[config.mk]
export PLATFORM = sky130hd
export DESIGN_NAME = bp_update_scheduler
export DESIGN_NICKNAME = d
export VERILOG_FILES = /design/src/rtl/bp_update_scheduler.sv
export SDC_FILE = /design/constraint.sdc
export NUM_CORES = 1
export LEC_CHECK = 0
export ABC_AREA = 1
export BUFFER_PORTS_ARGS = -buffer_cell sky130_fd_sc_hd__buf_2
export CORE_MARGIN = 4
export CORE_UTILIZATION = 24
export CTS_BUF_LIST = sky130_fd_sc_hd__clkbuf_8
export DETAILED_ROUTE_END_ITERATION = 8
export PLACE_DENSITY_LB_ADDON = 0.1
export SYNTH_ARGS = -nofsm -noshare
export SYNTH_HDL_FRONTEND = slang
export SYNTH_SLANG_ARGS = --single-unit
[constraint.sdc]
create_clock -name clk_i -period 4.1 [get_ports clk_i]
set_input_delay 0.82 -clock clk_i [delete_from_list [all_inputs] [get_ports clk_i]]
set_output_delay 0.82 -clock clk_i [all_outputs]
set_load 0.02 [all_outputs]
[src/rtl/bp_update_scheduler.sv]
// Predictor training update scheduler: queues BHT/BTB updates from branch
// resolution and issues them in program order over independent req/gnt ports.
module bp_update_scheduler #(
  parameter int unsigned DEPTH = 4,
  parameter int unsigned CNT_W = 8,
  parameter int unsigned VLEN  = 32
) (
  input  logic             clk_i,
  input  logic             rst_ni,
  input  logic             debug_mode_i,
  input  logic             flush_bp_i,
  input  logic             res_valid_i,
  input  logic [VLEN-1:0]  res_pc_i,
  input  logic [VLEN-1:0]  res_target_i,
  input  logic             res_taken_i,
  input  logic             res_conditional_i,
  input  logic             res_to_reg_i,
  output logic             bht_req_o,
  input  logic             bht_gnt_i,
  output logic [VLEN-1:0]  bht_pc_o,
  output logic             bht_taken_o,
  output logic             btb_req_o,
  input  logic             btb_gnt_i,
  output logic [VLEN-1:0]  btb_pc_o,
  output logic [VLEN-1:0]  btb_target_o,
  output logic             busy_o,
  output logic [CNT_W-1:0] drop_cnt_o
);

  localparam int unsigned PTR_W = $clog2(DEPTH);
  localparam logic [PTR_W:0] PTR_ONE = {{PTR_W{1'b0}}, 1'b1};
  localparam logic [CNT_W-1:0] CNT_ONE = {{(CNT_W-1){1'b0}}, 1'b1};

  typedef struct packed {
    logic [VLEN-1:0] pc;
    logic [VLEN-1:0] target;
    logic            taken;
    logic            need_bht;
    logic            need_btb;
  } entry_t;

  typedef enum logic {
    IDLE,
    ISSUE
  } state_e;

  entry_t           mem_q [DEPTH];
  entry_t           head;
  entry_t           wr_entry;
  logic [PTR_W:0]   rd_ptr_q, wr_ptr_q;
  logic [PTR_W-1:0] rd_idx, wr_idx;
  logic [CNT_W-1:0] drop_cnt_q;
  state_e           state_q, state_d;

  logic empty, full, last_entry;
  logic issuing, bht_done, btb_done;
  logic push, pop, do_write, drop;

  // Pointer extra bit separates full (MSBs differ) from empty (all equal).
  assign rd_idx     = rd_ptr_q[PTR_W-1:0];
  assign wr_idx     = wr_ptr_q[PTR_W-1:0];
  assign empty      = (rd_ptr_q == wr_ptr_q);
  assign full       = (rd_ptr_q[PTR_W] != wr_ptr_q[PTR_W]) && (rd_idx == wr_idx);
  assign last_entry = ((wr_ptr_q - rd_ptr_q) == PTR_ONE);

  assign head    = mem_q[rd_idx];
  assign issuing = (state_q == ISSUE);

  // A port is finished when its flag was already cleared or it is granted now.
  assign bht_done = !head.need_bht || bht_gnt_i;
  assign btb_done = !head.need_btb || btb_gnt_i;
  assign pop      = issuing && bht_done && btb_done;

  assign push = res_valid_i && (res_conditional_i || res_to_reg_i)
             && !debug_mode_i && !flush_bp_i;
  // A pop frees the head slot in the same cycle, so a full FIFO can still accept.
  assign do_write = push && (!full || pop);
  assign drop     = push && full && !pop;

  assign wr_entry = '{
    pc:       res_pc_i,
    target:   res_target_i,
    taken:    res_taken_i,
    need_bht: res_conditional_i,
    need_btb: res_to_reg_i
  };

  // NOTE: sequential state uses non-blocking assignments so every register
  // samples pre-edge values regardless of process evaluation order.
  always_ff @(posedge clk_i or negedge rst_ni) begin
    if (!rst_ni) begin
      rd_ptr_q <= '0;
      wr_ptr_q <= '0;
    end else if (flush_bp_i) begin
      rd_ptr_q <= '0;
      wr_ptr_q <= '0;
    end else begin
      if (pop)      rd_ptr_q <= rd_ptr_q + PTR_ONE;
      if (do_write) wr_ptr_q <= wr_ptr_q + PTR_ONE;
    end
  end

  // NOTE: the storage array has no reset; every read is qualified by the
  // pointers/FSM, so stale contents are never observable and the array can
  // map onto plain flops or a register file.
  always_ff @(posedge clk_i) begin
    if (issuing && !pop) begin
      if (bht_gnt_i) mem_q[rd_idx].need_bht <= 1'b0;
      if (btb_gnt_i) mem_q[rd_idx].need_btb <= 1'b0;
    end
    if (do_write) mem_q[wr_idx] <= wr_entry;
  end

  always_ff @(posedge clk_i or negedge rst_ni) begin
    if (!rst_ni) begin
      drop_cnt_q <= '0;
    end else if (drop && (drop_cnt_q != '1)) begin
      drop_cnt_q <= drop_cnt_q + CNT_ONE;
    end
  end

  always_ff @(posedge clk_i or negedge rst_ni) begin
    if (!rst_ni) state_q <= IDLE;
    else         state_q <= state_d;
  end

  // NOTE: every combinational output gets a default first so no path leaves
  // a variable unassigned, which would otherwise infer a latch.
  always_comb begin
    state_d = state_q;
    case (state_q)
      IDLE:    if (do_write) state_d = ISSUE;
      ISSUE:   if (pop && last_entry && !do_write) state_d = IDLE;
      default: state_d = IDLE;
    endcase
    if (flush_bp_i) state_d = IDLE;
  end

  // Outputs are held at zero while idle so no stale storage leaks out.
  always_comb begin
    bht_req_o    = 1'b0;
    bht_pc_o     = '0;
    bht_taken_o  = 1'b0;
    btb_req_o    = 1'b0;
    btb_pc_o     = '0;
    btb_target_o = '0;
    if (issuing) begin
      bht_req_o    = head.need_bht;
      bht_pc_o     = head.pc;
      bht_taken_o  = head.taken;
      btb_req_o    = head.need_btb;
      btb_pc_o     = head.pc;
      btb_target_o = head.target;
    end
  end

  assign busy_o     = !empty;
  assign drop_cnt_o = drop_cnt_q;

endmodule

After elaboration in Yosys (flattened, before gate mapping)
Memory sizes are Yosys's and may differ from the RTL's.
Cells that the tools add are included.
{"block": "op_classes", "addsub": 4, "multipliers": 0, "n_div": 0, "order_cmp": 0, "eq_ne": 5, "shifts": 0, "muxes": 20, "bitwise": 1, "reduce_logical": 27}
{"op": "32-bit two-way mux", "n": 2}
{"op": "1-bit logical AND", "n": 13}
{"op": "1-bit two-way mux", "n": 13}
{"op": "3-bit two-way mux", "n": 4}
{"op": "8-bit by 1-bit adder with 8-bit output (second input constant)", "n": 1}
{"op": "1-bit logical NOT", "n": 8}
{"op": "8-bit inequality test (second input constant)", "n": 1}
{"op": "3-bit by 1-bit adder with 3-bit output (second input constant)", "n": 2}
{"op": "1-bit logical OR", "n": 4}
{"op": "2-bit nonzero test", "n": 2}
{"op": "3-bit by 1-bit == test with 1-bit output (second input constant)", "n": 1}
{"op": "3-bit == test", "n": 1}
{"op": "3-bit subtractor", "n": 1}
{"op": "2-bit == test", "n": 1}
{"op": "1-bit case mux with 2 select lines", "n": 1}
{"op": "1-bit inequality test", "n": 1}
{"op": "1-bit inverter", "n": 1}
{"block": "totals", "ff_bits": 15, "latch_bits": 0, "ramBits": 268, "romBits": 0, "input_bits": 74, "wordCells": 62, "memories": 1}
{"name": "mem_q", "words": 4, "width": 67, "read_ports": 1, "rd_ports_with_merged_regs": 0, "write_ports": 2, "line_no": "47", "source": "entry_t mem_q [DEPTH];"}

Longest topological paths before layout
Gate-level depths: netlist of run 1.
An unclocked memory read counts as a cell.
{"block": "logic_depth", "ltp_word": 12, "depth_mapped": 12, "depth_no_buf": 10}

Least setup slack after synthesis of run 1
Ideal clock, no wire load.
{"block": "synth_timing", "path_type": "register to register", "from": "register rd_ptr_q[1]", "to": "memory mem_q[0][10] (netlist bit), enable pin", "setup_ns": 0.419, "t_arrival_ns": 2.888, "required_time_ns": 3.681, "slack_ns": 0.793, "path_stages_with_launch": 9, "n_path_buf": 1, "synth_period_minus_slack_ns": 3.307, "path_cell_list": "dfrtp_1 -> inv_1 -> clkbuf_1 -> ha_1 -> nand2_1 -> nor2_1 -> nand2_8 -> nand3_2 -> inv_1"}
{"element": "start: declaration", "line_no": "50", "source": "logic [PTR_W:0] rd_ptr_q, wr_ptr_q;"}
{"element": "start signal: assignment", "line_no": "98", "source": "if (pop) rd_ptr_q <= rd_ptr_q + PTR_ONE;"}
{"element": "end: declaration", "line_no": "47"}

Worst setup path in the final report of run 1
{"block": "layout_timing", "from": "register rd_ptr_q[0]", "to": "output port btb_target_o[11]"}
{"block": "layout_via", "elab_chain_cells": 2}
{"element": "memory read 4 x 67 bit"}
{"element": "32-bit two-way mux", "line_no": "147", "source": "if (issuing) begin"}
{"element": "end: declaration", "line_no": "25", "source": "output logic [VLEN-1:0] btb_target_o,"}
Every way passes these cells.

==> results of run 1 <==
==> synthesized netlist by cell type (all sizes together) (2+ instances only) <==
master  count
nor2      279
xnor2       2
edfxtp    268
ha         11
nand2      42
clkbuf     32
xor2        6
buf        51
o21ai     142
inv        22
dfrtp      15
nand3      30
a21oi      65
nor3        2
==> how the worst max path moves through the flow <==
stage / from / to / cells past startpoint
after floorplan: rd_ptr_q[1]$_DFFE_PN0P_ / mem_q[0][10]$_DFFE_PP_ / 8
after detailed placement: rd_ptr_q[0]$_DFFE_PN0P_ / btb_target_o[11] / 5
after CTS: rd_ptr_q[0]$_DFFE_PN0P_ / btb_target_o[11] / 5
after global placement: rd_ptr_q[0]$_DFFE_PN0P_ / btb_target_o[11] / 5
final: rd_ptr_q[0]$_DFFE_PN0P_ / btb_target_o[11] / 5
after global routing: rd_ptr_q[0]$_DFFE_PN0P_ / btb_target_o[11] / 5
==> registers in the layout, indices dropped and copies added (netlist names) <==
| signal | cells |
|---|---|
| issuing | 1 |
| wr_ptr_q | 3 |
| rd_ptr_q | 3 |
| drop_cnt_o | 8 |
| mem_q | 268 |
==> per-stage QoR <==
stage,cells,cell area (um2)
final,1798,14100
after global routing,1797,14100
after CTS,1797,14100
after detailed placement,1703,13100
after global placement,1703,13100
after floorplan,973,11700
==> final cells by class <==
type,count,area [um2]
fillers,4974,34000
flip-flops and latches,283,8430
multi-input cells,584,2770
repair buffers,198,1080
well taps,615,769
clock buffers,54,743
clock inverters,40,166
inverters,23,96.3
diodes,1,2.50
==> routing by layer <==
metal,wire length (um),GRT usage,share of wire,up-vias
met5,41,0,0.0013,-
met4,692,0.0386,0.021,6
met3,1430,0.0275,0.044,59
met2,15300,0.199,0.47,159
met1,15300,0.162,0.47,3738
li1,-,-,-,3721
==> critical path: stages (launching register included) <==
cell and delay, ns:
dfrtp_4 0.64, inv_4 0.63, buf_12 0.33, o21ai_0 0.15, a21oi_1 0.26, buf_2 0.22
==> power by group through the flow <==
stage | registers [mW] | logic (mW) | clock network, mW
finish | 3.24 | 1.06 | 2.41
global route | 3.24 | 1.21 | 2.66
detailed placement | 3.30 | 1.10 | 0
global placement | 3.30 | 1.10 | 0
floorplan | 3.28 | 0.734 | 0
CTS | 3.24 | 1.11 | 2.54
==> cell usage in the layout, fill, tap and decap left out <==
master,netlist,final
nand2_1,31,31
clkbuf_8,0,54
inv_4,0,1
dfrtp_2,0,1
diode_2,0,1
nand2_8,2,2
or2_2,1,1
clkinv_1,1,15
clkinv_2,0,11
a31oi_2,1,1
dfrtp_1,15,13
inv_1,19,30
nor3_2,1,1
edfxtp_1,268,268
nand3b_2,1,1
buf_12,0,4
xnor2_1,2,2
nand2_2,9,9
nand3_1,23,23
ha_1,11,11
nand3_4,1,1
fa_1,1,1
nand3_2,6,6
inv_2,2,4
a21oi_1,65,65
o21ai_0,142,142
dfrtp_4,0,1
buf_4,32,13
inv_6,1,2
nor2_1,279,279
nand4_1,1,1
nor3_1,1,1
xor2_1,6,6
buf_2,13,181
==> kinds of logic after synthesis <==
| family | synth area share |
|---|---|
| simple gates | 0.127 |
| compound gates | 0.0893 |
| fa+ha+maj | 0.0134 |
| buf+inv | 0.0472 |
| flops | 0.717 |
| xor+xnor | 0.00597 |
==> summary.md, run 1 <==
| Metric | Value |
|---|---|
| Critical R2R Capture | `mem_q[0][37]$_DFFE_PP_` |
| Final HPWL DP | `between 15,000 and 20,000 um` |
| Grt total ovfl | `0` |
| CTS buffer count | `52` |
| # rows | `80` |
| Crit Path Class | `reg2out` |
| Worst setup EP type | `output pin` |
| Initial antenna violation count | `3` |
| Post-synth EDFFs | `268` |
| WL per Instance | `18.2 um` |
| Final WS setup | `0.380 ns` |
| Reg2Reg Depth | `9` |
| Vias in the first global route | `7,950` |
| Tcrit/Tclk final | `0.907` |
| Comb pwr share | `0.158` |
| Clock latency at the later pin of the worst-skew pair | `0.61 ns` |
| Setup Viol. Count Final | `0` |
| Syn Nets | `1,059` |
| RSZ-0062 raised after global routing | `no` |
| Iteration-0 DRC Markers | `around 380` |
| Max Cap Viol | `0` |
| Largest net degree at the start of global routing | `78` |
| R2R setup slack | `between 1 and 1.5 ns` |
| Hold Crit Class | `in2async` |
| Post-synthesis cell count | `973` |
| IO buf count | `181` |
| PostCTS Resize Cnt | `0` |
| Vias per cell | `approximately 4.3` |
| Die Ht | `229 um` |
| Clk buf depth | `3` |
| CTS clk-pin slew, worst paths | `0.06 ns` |
| Yosys top cell by area | `edfxtp_1` |
| Psw | `1.98 mW` |
| Slew HR | `0.482` |
| DRC violations left | `0` |
| Total Routing Usage GR | `0.122` |
| CTS Sinks | `283` |
| Synth cell types | `30` |
| I/O pin total | `between 150 and 200` |
| Max Fclk | `between 200 and 300 MHz` |
| Most common flop cell mapped by yosys | `edfxtp_1` |
| Top cell type's share of synthesized area | `0.685` |
| Sequential group share of total power | `0.483` |
| Worst EP arrival | `2.90 ns` |
| Layout cells sized above 1 | `0.249` |
| Data required time at the worst endpoint | `3.28 ns` |
| DRT Wirelength | `approximately 33,000 um` |
| Hold WS | `0.127 ns` |
| Clock skew | `0.0192 ns` |
| Crit Path Max Fanout | `77` |
| Endpoints failing hold | `0` |
| Initial Util | `0.244` |
| RD Place Congestion | `0.677` |
| Clock root cell | `clkbuf_8` |
| P_leak | `~5.3 nW` |
| Cell Int Power | `4.73 mW` |
| Clock power frac | `0.359` |
| Fin nets | `1,228` |
| Design Power | `6.70 mW` |
| Sw Share | `0.295` |
| Die outline width | `229 um` |
| Post-DRT Antenna Nets | `0` |
| Mapped cell area | `11,700 um2` |
| Slew Viols, Final | `0` |
| Worst reg2reg path startpoint | `rd_ptr_q[0]$_DFFE_PN0P_` |
| CP startpoint kind | `flop` |
| Yosys reg bits | `283` |
| First-pass GRT wire length | `49,400 um` |
| Core area | `48,000 um2` |
| Avg Cell Area, Syn | `around 12 um2` |
| Post CTS Setup Buffer Count | `0` |
| Asr flop ratio synth | `0.0530` |
| Die ar. | `~53,000 um2` |
| Least-Margin Pin Slew | `0.777 ns` |
| Ranking of synthesized cells by area | `edfxtp_1, nor2_1, o21ai_0, dfrtp_1, a21oi_1` |
| P per Cell Area | `477 nW/um2` |
| Outcome | `finished, final reports clean` |
| Synth Warn # | `0` |
| Hold Buf Count CTS | `0` |
| Area growth from synthesis to layout | `19.7%` |
| Seq/Total Area, Yosys | `0.717` |
| Final period demand of the worst path | `3.72 ns` |
| H-tree levels | `2` |
| Peak VDD IR | `about 0.00018 V` |
| Pre-CTS WS | `approximately 0.97 ns` |
| 1st-pass router iterations | `4` |
| CTS tree | `yes` |
| Setup_tns | `0 ns` |
| Layout Utilization | `0.293` |
| Via count | `slightly below 8,000` |
Note: power is estimated with default switching activity, not from simulation.
==> run 2: changes to the inputs <==
==> constraint.sdc (replaced) <==
create_clock -name clk_i -period 4.4 [get_ports clk_i]
set_input_delay 0.88 -clock clk_i [delete_from_list [all_inputs] [get_ports clk_i]]
set_output_delay 0.88 -clock clk_i [all_outputs]
set_load 0.02 [all_outputs]
==> run 2 against run 1 <==
Highest routed layer unchanged. Clock-buffer cell count did not move. Largest cell class unchanged. Clock skew rose by 0.0033 ns. Die area did not move. Sequential share of layout area barely moved.
==> summary.md, run 2 (synthesized netlist as in run 1, its figures left out) <==
| Metric | Value |
|---|---|
| Most frequent cells in the layout | `nor2_1, edfxtp_1, buf_2` |
| P per Cell Area | `~450 nW/um2` |
| Commonest non-fill, non-tap cell in the layout | `nor2_1` |
| Slowest-stage cell, CP | `inv_2` |
| Family with the most delay on the worst path | `buffers and inverters` |
| CTS buffer count | `52` |
| Endpoints failing hold | `0` |
| Met2 Use GR | `0.200` |
| Data required time at the worst endpoint | `3.52 ns` |
| Via count | `7,535` |
| Grt total ovfl | `0` |
| Final period demand of the worst path | `about 3.7 ns` |
| Crit-path cells | `inv_2, buf_4, nor2_1, o21ai_0, a21oi_1, buf_2` |
| Clock latency at the later pin of the worst-skew pair | `0.60 ns` |
| Initial Util | `0.244` |
| H-tree levels | `2` |
| First-pass GRT wire length | `48,100 um` |
| Core area | `48,000 um2` |
| Fin nets | `roughly 1,200` |
| # rows | `80` |
| Area growth from synthesis to layout | `19.7%` |
| Total Routing Usage GR | `0.119` |
| Design Power | `6.28 mW` |
| Die Ht | `229 um` |
| CP bufs+invs | `3` |
| PostCTS Resize Cnt | `0` |
| Setup Viol. Count Final | `0` |
| DRT Wirelength | `32,000 um` |
| Register area | `8430 um2` |
| Non-Filler Instances | `1,795` |
| Layout cells sized above 1 | `0.247` |
| Met1 Track Usage GR | `0.153` |
| WL per Instance | `17.8 um` |
| Setup_tns | `0 ns` |
| Die ar. | `roughly 53,000 um2` |
| RSZ-0062 raised after global routing | `no` |
| Max Cap Viol | `0` |
| Final HPWL DP | `18,000 um` |
| Top reg by flops | `mem_q` |
| CP startpoint kind | `flop` |
| Top Usage Layer GRT | `met2` |
| Vias in the first global route | `7,831` |
| Worst EP arrival | `2.85 ns` |
| Max Fclk | `268 MHz` |
| Largest register FFs | `268` |
| Initial antenna violation count | `2` |
| Outcome | `finished, final reports clean` |
| Ant. Diodes | `0` |
| Peak VDD IR | `0.000346 V` |
| RD Place Congestion | `0.691` |
| IO buf count | `between 150 and 200` |
| Worst setup EP type | `output pin` |
| Post-DRT Antenna Nets | `0` |
| Hold Buf Count CTS | `0` |
| Crit Path Class | `reg2out` |
| Least-Margin Pin Slew | `~0.84 ns` |
| Clock root cell | `clkbuf_8` |
| Slew Viols, Final | `0` |
| P_leak | `5.35 nW` |
| Crit Path Max Fanout | `30` |
| 1st-pass router iterations | `4` |
| Iteration-0 DRC Markers | `337` |
| CTS clk-pin slew, worst paths | `0.06 ns` |
| CTS Sinks | `283` |
| Multi-input logic area | `2770 um2` |
| I/O pin total | `182` |
| Dpl cells | `1,701` |
| Largest net degree at the start of global routing | `98` |
| Tcrit/Tclk final | `0.847` |
| CP max stage delay | `0.65 ns` |
| Slew HR | `0.440` |
| DRC violations left | `0` |
| Hold Crit Class | `in2async` |
| Vias per cell | `approximately 4.2` |
| Clk buf depth | `3` |
| Clock skew | `0.0225 ns` |
| Fillers | `about 5,000` |
| Post CTS Setup Buffer Count | `0` |
| Die outline width | `229 um` |
| Met3 global-route usage | `0.0255` |
| CTS tree | `yes` |
## run 2: cell count changes in the layout (fill, tap and decap cells not counted), sizes merged
cell,delta
bufinv,+1
diode,-1
clkinv,-5
inv,+4
buf,-2
## run 2: final timing paths
check                                           from                        end  slack (ns)  depth (start not counted)
min in group clk_i                   res_target_i[5]      mem_q[0][8]$_DFFE_PP_        0.50                          1
max                          rd_ptr_q[1]$_DFFE_PN0P_           btb_target_o[15]        0.67                          6
min reg2reg                drop_cnt_o[3]$_DFFE_PN0P_  drop_cnt_o[3]$_DFFE_PN0P_        0.53                          2
max reg2reg                  rd_ptr_q[0]$_DFFE_PN0P_     mem_q[3][39]$_DFFE_PP_        1.32                          8
max in group asynchronous                     rst_ni    rd_ptr_q[0]$_DFFE_PN0P_        3.88                          1
min                                           rst_ni  drop_cnt_o[1]$_DFFE_PN0P_        0.21                          1
## run 2: layer usage
layer | part of all wire | wire [um]
met4 | 0.023 | 744
met5 | 0.00084 | 27
met1 | 0.45 | 14400
met2 | 0.49 | 15500
met3 | 0.040 | 1290
## run 2: final cells by class
cell class / instances / share of cell area
multi-input combinational: 584 / 0.197
timing repair buffer: 196 / 0.0760
inverter: 23 / 0.00685
tap: 615 / 0.0547
clock buffer: 54 / 0.0529
clock inverter: 40 / 0.0133
sequential: 283 / 0.599
## run 2: through the flow
stage                     setup slack, ns   util  cell area (um2)  hold WS (ns)
after global routing                0.365  0.293            14100         0.179
after floorplan                      1.09      -            11700         0.524
after global placement               1.25  0.273            13100         0.517
after detailed placement             1.23  0.273            13100         0.519
after CTS                           0.524  0.293            14100         0.142
final                               0.673  0.293            14100         0.206
## run 2: report_power, final
part	leakage, nW	internal, mW	switching (mW)
Combinational	2.17	0.286	0.678
Clock	0.564	1.19	1.10
Sequential	2.61	2.98	0.0484
